## src/rtl/uart_pkg.sv

```systemverilog
// Shared types for the parameterised UART receiver: parity modes, receiver
// states and the depth of the line synchronizer.
package uart_pkg;

  typedef enum logic [1:0] {
    PAR_NONE,
    PAR_EVEN,
    PAR_ODD
  } parity_t;

  typedef enum logic [2:0] {
    ST_IDLE,
    ST_START,
    ST_DATA,
    ST_PARITY,
    ST_STOP,
    ST_REARM
  } rx_state_t;

  localparam int SYNC_STAGES = 2;

endpackage

```

## src/rtl/uart_rx_fifo.sv

```systemverilog
// Show-ahead receive FIFO: the head word sits in a register that is refreshed
// from the array (or bypassed from the write port) whenever the head moves.
module uart_rx_fifo #(
  parameter int WIDTH = 10,
  parameter int DEPTH = 4
) (
  input  logic             clk,
  input  logic             reset,
  input  logic             wr_en,
  input  logic [WIDTH-1:0] wr_data,
  input  logic             rd_en,
  output logic [WIDTH-1:0] rd_data,
  output logic             full,
  output logic             empty
);

  localparam int PTR_W = (DEPTH > 1) ? $clog2(DEPTH) : 1;

  logic [WIDTH-1:0] mem [DEPTH];
  logic [PTR_W-1:0] wr_ptr_reg, rd_ptr_reg, rd_ptr_next;
  logic [PTR_W:0]   count_reg;
  logic [WIDTH-1:0] rd_data_reg;
  logic             do_wr, do_rd;

  assign full        = (count_reg == (PTR_W + 1)'(DEPTH));
  assign empty       = (count_reg == '0);
  assign do_rd       = rd_en && !empty;
  assign do_wr       = wr_en && (!full || do_rd);
  assign rd_ptr_next = do_rd ? rd_ptr_reg + 1'b1 : rd_ptr_reg;
  assign rd_data     = rd_data_reg;

  always_ff @(posedge clk) begin
    if (do_wr) mem[wr_ptr_reg] <= wr_data;
  end

  always_ff @(posedge clk or posedge reset) begin
    if (reset) begin
      wr_ptr_reg  <= '0;
      rd_ptr_reg  <= '0;
      count_reg   <= '0;
      rd_data_reg <= '0;
    end else begin
      if (do_wr) wr_ptr_reg <= wr_ptr_reg + 1'b1;
      rd_ptr_reg <= rd_ptr_next;
      count_reg  <= count_reg + (PTR_W + 1)'(do_wr) - (PTR_W + 1)'(do_rd);
      // A write landing on the next head slot is not yet readable from the array.
      if (do_wr && (wr_ptr_reg == rd_ptr_next))
        rd_data_reg <= wr_data;
      else if (do_rd && (count_reg != (PTR_W + 1)'(1)))
        rd_data_reg <= mem[rd_ptr_next];
    end
  end

endmodule

```

## src/rtl/uart_rx_param.sv

```systemverilog
// Parameterised UART receiver: oversampling-free mid-bit sampling FSM feeding
// a show-ahead FIFO of {data, parity_err, frame_err} words.
module uart_rx_param
  import uart_pkg::*;
#(
  parameter int      CLK_FREQ_HZ = 50_000_000,
  parameter int      BAUD        = 9600,
  parameter int      DATA_BITS   = 8,
  parameter parity_t PARITY      = PAR_NONE,
  parameter int      STOP_BITS   = 1,
  parameter int      FIFO_DEPTH  = 4
) (
  input  logic                 clk,
  input  logic                 reset,
  input  logic                 io_rx,
  input  logic                 io_data_ready,
  output logic                 io_data_valid,
  output logic [DATA_BITS-1:0] io_data_packet,
  output logic                 io_parity_err,
  output logic                 io_frame_err,
  output logic                 io_overrun
);

  localparam int BIT_TICKS  = CLK_FREQ_HZ / BAUD;
  localparam int HALF_TICKS = BIT_TICKS / 2;
  localparam int CNT_W      = $clog2(BIT_TICKS + 1);
  localparam int BIT_W      = $clog2(DATA_BITS + 1);
  localparam int WORD_W     = DATA_BITS + 2;

  logic [SYNC_STAGES-1:0] sync_reg;
  logic                   rx_s;
  rx_state_t              state_reg, state_next;
  logic [CNT_W-1:0]       cnt_reg, cnt_next;
  logic [BIT_W-1:0]       bit_reg, bit_next;
  logic [DATA_BITS-1:0]   data_reg, data_next;
  logic                   par_err_reg, par_err_next;
  logic                   frm_err_reg, frm_err_next;
  logic                   push_reg, push_next;
  logic [WORD_W-1:0]      word_reg, word_next;
  logic                   overrun_reg;
  logic                   bit_done;
  logic [WORD_W-1:0]      head_word;
  logic                   fifo_full, fifo_empty;

  assign rx_s     = sync_reg[SYNC_STAGES-1];
  assign bit_done = (cnt_reg == CNT_W'(BIT_TICKS - 1));

  always_ff @(posedge clk or posedge reset) begin
    if (reset) begin
      sync_reg    <= '1;
      state_reg   <= ST_REARM;
      cnt_reg     <= '0;
      bit_reg     <= '0;
      data_reg    <= '0;
      par_err_reg <= 1'b0;
      frm_err_reg <= 1'b0;
      push_reg    <= 1'b0;
      word_reg    <= '0;
      overrun_reg <= 1'b0;
    end else begin
      sync_reg    <= {sync_reg[SYNC_STAGES-2:0], io_rx};
      state_reg   <= state_next;
      cnt_reg     <= cnt_next;
      bit_reg     <= bit_next;
      data_reg    <= data_next;
      par_err_reg <= par_err_next;
      frm_err_reg <= frm_err_next;
      push_reg    <= push_next;
      word_reg    <= word_next;
      overrun_reg <= push_reg && fifo_full && !(io_data_ready && io_data_valid);
    end
  end

  always_comb begin
    state_next   = state_reg;
    cnt_next     = cnt_reg;
    bit_next     = bit_reg;
    data_next    = data_reg;
    par_err_next = par_err_reg;
    frm_err_next = frm_err_reg;
    push_next    = 1'b0;
    word_next    = word_reg;
    case (state_reg)
      ST_IDLE: begin
        if (!rx_s) begin
          state_next = ST_START;
          cnt_next   = '0;
        end
      end
      ST_START: begin
        if (cnt_reg == CNT_W'(HALF_TICKS - 1)) begin
          cnt_next     = '0;
          bit_next     = '0;
          par_err_next = 1'b0;
          frm_err_next = 1'b0;
          state_next   = rx_s ? ST_IDLE : ST_DATA;
        end else begin
          cnt_next = cnt_reg + 1'b1;
        end
      end
      ST_DATA: begin
        if (bit_done) begin
          cnt_next  = '0;
          data_next = {rx_s, data_reg[DATA_BITS-1:1]};
          if (bit_reg == BIT_W'(DATA_BITS - 1)) begin
            bit_next   = '0;
            state_next = (PARITY == PAR_NONE) ? ST_STOP : ST_PARITY;
          end else begin
            bit_next = bit_reg + 1'b1;
          end
        end else begin
          cnt_next = cnt_reg + 1'b1;
        end
      end
      ST_PARITY: begin
        if (bit_done) begin
          cnt_next     = '0;
          par_err_next = ((^data_reg) ^ rx_s) != (PARITY == PAR_ODD);
          state_next   = ST_STOP;
        end else begin
          cnt_next = cnt_reg + 1'b1;
        end
      end
      ST_STOP: begin
        if (bit_done) begin
          cnt_next = '0;
          if (bit_reg == BIT_W'(STOP_BITS - 1)) begin
            bit_next   = '0;
            push_next  = 1'b1;
            word_next  = {data_reg, par_err_reg, frm_err_reg | ~rx_s};
            state_next = rx_s ? ST_IDLE : ST_REARM;
          end else begin
            frm_err_next = frm_err_reg | ~rx_s;
            bit_next     = bit_reg + 1'b1;
          end
        end else begin
          cnt_next = cnt_reg + 1'b1;
        end
      end
      ST_REARM: begin
        // Hold until the synchronizer has flushed its reset value, so a line
        // stuck low across reset is never mistaken for a high.
        if (cnt_reg != CNT_W'(SYNC_STAGES)) begin
          cnt_next = cnt_reg + 1'b1;
        end else if (rx_s) begin
          cnt_next   = '0;
          state_next = ST_IDLE;
        end
      end
      default: state_next = ST_REARM;
    endcase
  end

  uart_rx_fifo #(
    .WIDTH(WORD_W),
    .DEPTH(FIFO_DEPTH)
  ) u_fifo (
    .clk    (clk),
    .reset  (reset),
    .wr_en  (push_reg),
    .wr_data(word_reg),
    .rd_en  (io_data_ready),
    .rd_data(head_word),
    .full   (fifo_full),
    .empty  (fifo_empty)
  );

  assign io_data_valid  = !fifo_empty;
  assign io_data_packet = head_word[WORD_W-1:2];
  assign io_parity_err  = head_word[1];
  assign io_frame_err   = head_word[0];
  assign io_overrun     = overrun_reg;

endmodule

```

## config.mk

```make
export PLATFORM = sky130hd
export DESIGN_NAME = uart_rx_param
export DESIGN_NICKNAME = d
export VERILOG_FILES = /design/src/rtl/uart_pkg.sv /design/src/rtl/uart_rx_fifo.sv /design/src/rtl/uart_rx_param.sv
export SDC_FILE = /design/constraint.sdc
export NUM_CORES = 1
export LEC_CHECK = 0
export ABC_AREA = 0
export ABC_CLOCK_PERIOD_IN_PS = 3600
export CORE_ASPECT_RATIO = 1.2
export CORE_MARGIN = 2
export CORE_UTILIZATION = 30
export CTS_CLUSTER_SIZE = 24
export DETAILED_ROUTE_END_ITERATION = 6
export HOLD_SLACK_MARGIN = 0.08
export PLACE_DENSITY = 0.54
export SLEW_MARGIN = 20
export SYNTH_ARGS = -nofsm -noshare
export SYNTH_HDL_FRONTEND = slang
export SYNTH_SLANG_ARGS = --single-unit
export TNS_END_PERCENT = 20
```

## constraint.sdc

```tcl
create_clock -name clk -period 3.6 [get_ports clk]
set_clock_uncertainty 0.2 [all_clocks]
set_input_delay 0.9 -clock clk [delete_from_list [all_inputs] [get_ports clk]]
set_output_delay 0.9 -clock clk [all_outputs]
set_load 0.1 [all_outputs]
```

# Yosys cells after proc, flatten, opt, wreduce, memory -nomap -nowiden
# Memory sizes are Yosys's and may differ from the RTL's. A register that Yosys moved wholly into a read port is not among the register bits.
# Index checks and enable logic that the tools add are counted.
# Widths: inputs -> output; s select.
# totals
inputBits,4
elab_cells,109
ram_bits,40
register_bits,51
memories,1
output_inout_bits,12
# mem_list
memory,words,width,rd,rd_ports_with_merged_regs,write_ports,line_no,rtl
u_fifo.mem,4,10,1,1,1,uart_rx_fifo.sv:19,logic [WIDTH-1:0] mem [DEPTH];
# classes
n_reduce_logical,27
n_eq_ne,23
mux,36
add_sub_neg,6
bitwise_logic,3
# op_table
op,count
$mux 13,5
$pmux 13 s4,1
$mux 3,10
$mux 4,5
$ne 2x2->1 const B,10
$pmux 3 s6,1
$add 13x1->13 const B,1
$eq 13x12->1 const B,1
$eq 13x13->1 const B,1
$ne 13x2->1 const B,1
$pmux 4 s3,1
$eq 3x3->1 const B,3
$mux 1,9
$reduce_and 3->1,3
$reduce_and 9->1,1
$reduce_and 4->1,2
$reduce_xor 8->1,1
$eq 3x2->1 const B,2
$logic_and 1x1->1,6
$logic_not 3->1,2
$reduce_bool 2->1,3
$add 2x1->2 const B,2
$add 4x1->4 const B,1
$eq 4x3->1 const B,1
18 further kinds,22

# Logic depth before layout (Yosys ltp)
# depth
ltp_word,7
depth_mapped,10
depth_no_buf,9

# Cells and area by module
# From an unflattened synthesis, not the netlist that was laid out.
# hier_totals
cells_unflattened,433
hier_area_um2,5107.4
# by_module_without_submodules
mod,n_inst,area_per_inst_um2,cells_per_inst,seq_area_each_um2
uart_rx_fifo,1,2636.3,192,1626.6
uart_rx_param,1,2471.1,241,1106.1

# Worst setup path before layout
# OpenSTA, ideal clock, no wires.
# synth_timing
path_kind,flip-flop to flip-flop
from,register u_fifo.count_reg[1]
to,register u_fifo.count_reg[2]
setup_slack_ns,0.394
synth_period_minus_slack_ns,3.206
stages_incl_launch_ff,11
setup_time_ns,0.123
t_arrival_ns,2.883
required_time_ns,3.277
n_path_buf,1
path_cell_list,dfrtp_1 > or3_1 > nand2_1 > inv_1 > clkbuf_1 > ha_1 > inv_1 > ha_1 > fa_1 > xnor2_1 > xnor2_1
# synth_via
elab_chain_cells,7
elab_cells_between_ends,9
classes_between,add/sub: 2; eq/ne: 1; reduce/logical: 6
# synth_rtl
element,line_no,rtl
start: declaration,uart_rx_fifo.sv:21,logic [PTR_W:0] count_reg;
start signal: assignment,uart_rx_fifo.sv:45,count_reg <= count_reg + (PTR_W + 1)'(do_wr) - (PTR_W + 1)'(do_rd);
$logic_not 3->1 (*),uart_rx_fifo.sv:26,assign empty = (count_reg == '0);
$logic_not 1->1 (*),--,
named net io_data_valid,uart_rx_param.sv:17,"output logic io_data_valid,"
$logic_and 1x1->1 (*),uart_rx_fifo.sv:27,assign do_rd = rd_en && !empty;
$logic_or 1x1->1,uart_rx_fifo.sv:28,assign do_wr = wr_en && (!full || do_rd);
$logic_and 1x1->1,uart_rx_fifo.sv:28,
$add 3x1->3,uart_rx_fifo.sv:45,
$sub 3x1->3 (*),uart_rx_fifo.sv:45,
# The timed path passes the listed nets; every way through them passes the cells marked *.
# A chain may end at the register's enable or synchronous reset.

# Worst setup path in the final report
# layout_timing
from,register cnt_reg[5]
to,register cnt_reg[12]
# layout_via
elab_chain_cells,3
elab_cells_between_ends,10
classes_between,add/sub: 1; eq/ne: 4; mux: 4; reduce/logical: 1
# layout_rtl
element,line_no,rtl
start: declaration,uart_rx_param.sv:33,"logic [CNT_W-1:0] cnt_reg, cnt_next;"
start signal: assignment,uart_rx_param.sv:63,cnt_reg <= cnt_next;
"$add 13x1->13, or another cell as far along",--,
"$mux 13, or another cell as far along",uart_rx_param.sv:143,if (cnt_reg != CNT_W'(SYNC_STAGES)) begin
$pmux 13 s4 or $reduce_and 3->1 (tied branches),--,
# Parallel ways exist; a longest one is shown, timed or not.

==> flow_summary.ini <==
[status]
status = complete, no violations

[layout]
diodes = 0
finalNonFillerCells = 646
fin_nets = 444
syn2layout_area_growth_pct = 12.5
nFillCells = 1608
largest_reg_flops = 40
drive_above_1_share_pct = 17.1
final_area_sq_um = 5490

[clocking]
cts_max_level = 3
cts_setup_buffers = 0
cts-hold-fix-buffers = 0
path_clk_slew_ns = 0.07
clock_latency_ns = 0.35
cts_tree = done
cts_sinks = 101
ctsLongestPathBuffers = 2
root_buffer = clkbuf_16
numCtsBuffers = 9
post_cts_resized = 0

[die]
rows = 51
dieArea_sq_um = 17300
initial_core_util_pct = 30.3
coreArea_sq_um = 16100
die_h_um = 144
ioPinCount = 16
die_x_um = 120

[synthesis]
yosysMostFrequentCell = dfrtp_1
synth_commonest_cells = dfrtp_1, edfxtp_1, nand2_1
synth_seq_cells = 101
ys.flop_type = dfrtp_1
yosys_warnings = 0
synthXorXnorAreaFrac_pct = 2.69
synth_top_family_by_area = compound AO/OA/AOI/OAI gates
synth_mux_area_share_pct = 6.44
async_reset_ff_share_pct = 60.4
synth_nets = 435
synth_fa_ha_area_share_pct = 2.97
synth_top_cell_by_area = dfrtp_1
synth_top_area_share_pct = 29.2
syn_area_sq_um = 4880
synth.avg_cell_area_sq_um = 11.6
yosys-top-cells-area = dfrtp_1, edfxtp_1, mux2_2
synth_compound_area_share_pct = 14.1
syn_inst = 420
ys_types = 53
synth_edf_count = 40
synth-simple-area-share_pct = 14.1
synth-seq-area-share_pct = 56.0

[timing]
maxSlewViolCount = 0
fin_crit_ns = 2.94
rsz0062_at_grt = false
setup_tns_ns = 0
hold_violations = 0
finalSetupViolCount = 0
period_share_pct = 81.7
slew-limit-headroom_pct = 54.2
fmax_ghz = 0.340
tightestPinTransition_ns = 0.684

[pwr]
vdd_ir_drop_max_mv = 0.215
power_density_nw_per_um2 = 563
power_mw = 3.09
p_leak_nw = 2.27

[worst_setup_path]
critPathRequiredTime_ns = 3.64
critPathArrivalTime_ns = 2.99
cp_cell_sequence = or4_1, or3b_2, o21ai_0, and3_1, o21ai_0, a22o_1
criticalPathCategory = register to register
critPathSlowestCell = or4_1
critPathMaxStageDelay_ns = 0.56
start_kind = register
crit_path_frequent_cell = o21ai_0
cp-startpoint = cnt_reg[5]
end_kind = register
crit_fanout = 15
timing.rr.start = cnt_reg[5]
reg2reg_slack_ns = 0.66

[routing]
drt_iter0_markers = 189
top_layer_used = met4
dr_wl_met3_um = 355
wl_met2_um = 4390
drc_errors = 0
postRouteAntennaNets = 0
drt_first_pass_iters = 6
num_vias = 3139
wl_um = 8990
met1_length_um = 4090
viasPerCell = 4.86
wl_per_cell_um = 13.9

[placement]
post-dp-hpwl_um = 6370
post_dp_cell_area_sq_um = 5210
post-place-cells = 630
port_buffers = 15
routabilityCongestion = 0.739

[min_path]
min_path_type = register to register
hold_start = sync_reg[0]

[global_routing]
grt_pass1_wl_um = 15600
grt_use_total_pct = 11.3
antenna_found_initial = 0
first_global_vias = 3243
grt_max_degree = 62
overflow = 0

[run]
drv_cap = 0
-- power by group --
| part | switching [mW] | total, mW | internal [mW] | leakage [nW] |
|---|---|---|---|---|
| sequential | 0.104 | 1.36 | 1.26 | 1.27 |
| combinational | 0.562 | 0.809 | 0.247 | 0.870 |
| clock | 0.444 | 0.922 | 0.477 | 0.132 |
| total | 1.11 | 3.09 | 1.98 | 2.27 |
-- layout make-up --
type	count	area, sq um	share of cell area [%]
multi-input cells	279	1970	35.8
well taps	212	265	4.83
flip-flops and latches	101	2730	49.8
clock buffers	9	225	4.10
inverters	17	63.8	1.16
repair buffers	21	178	3.24
clock inverters	7	56.3	1.03
-- cell families (layout without fill, tap and decap cells) --
group	after synthesis	in the layout
muxes	28	28
and+or+nand+nor	123	123
xor gates and xnor gates	15	15
adders and majority gates	11	11
DFF	101	101
buffers and inverters	40	54
AOI/OAI and AO/OA	102	102
-- worst max-delay path, delay by kind of cell, from the launching register on --
kind            cells  cell delay (ns)
compound gates      3             0.65
flops               1             0.43
simple gates        3             1.56
-- metrics by stage --
stage / util, % / hold slack, ns / setup slack (ns)
finish: 34.1 / 0.151 / 0.657
global route: 34.1 / 0.148 / 0.471
CTS: 34.1 / 0.151 / 0.644
detailed placement: 32.4 / 0.147 / 0.306
global placement: 32.4 / 0.146 / 0.383
floorplan: - / 0.145 / 0.394
-- metal layers --
layer  global-route usage [%]  vias to the layer above
li1                         -                     1585
met1                     13.7                     1493
met2                     19.1                       46
met3                     2.86                       15
met4                     4.96                        0
met5                        0                        -
-- worst paths after layout --
check                                to  cells after the start
setup / recovery            cnt_reg[12]                      6
setup reg to reg            cnt_reg[12]                      6
min in group asynchronous    io_overrun                      3
max in group asynchronous  state_reg[0]                      3
hold / removal              sync_reg[1]                      0
hold reg to reg             sync_reg[1]                      0
-- layout by cell type (no fill, tap or decap), types with 2 or more instances in the layout --
| master | instances |
|---|---|
| xnor2_1 | 13 |
| and2_1 | 6 |
| or2_2 | 2 |
| inv_6 | 2 |
| nand3_1 | 12 |
| nand2b_1 | 2 |
| dfrtp_1 | 57 |
| clkdlybuf4s50_1 | 3 |
| or3_1 | 4 |
| nor3b_1 | 24 |
| a21o_1 | 3 |
| o221ai_1 | 11 |
| clkbuf_16 | 9 |
| nor2_1 | 13 |
| edfxtp_1 | 40 |
| ha_1 | 10 |
| inv_1 | 16 |
| a21oi_1 | 16 |
| nor2b_1 | 3 |
| o21ai_2 | 2 |
| and3_1 | 6 |
| nand3b_1 | 2 |
| mux2_2 | 27 |
| nand2_1 | 35 |
| a31oi_1 | 26 |
| o21a_1 | 2 |
| nor3_1 | 4 |
| a32oi_1 | 10 |
| o21ai_0 | 18 |
| a22o_1 | 4 |
| clkinvlp_4 | 2 |
| xor2_1 | 2 |
| buf_4 | 17 |
| dfstp_2 | 4 |
| nor4_1 | 2 |
(Power assumes the default switching activity.)
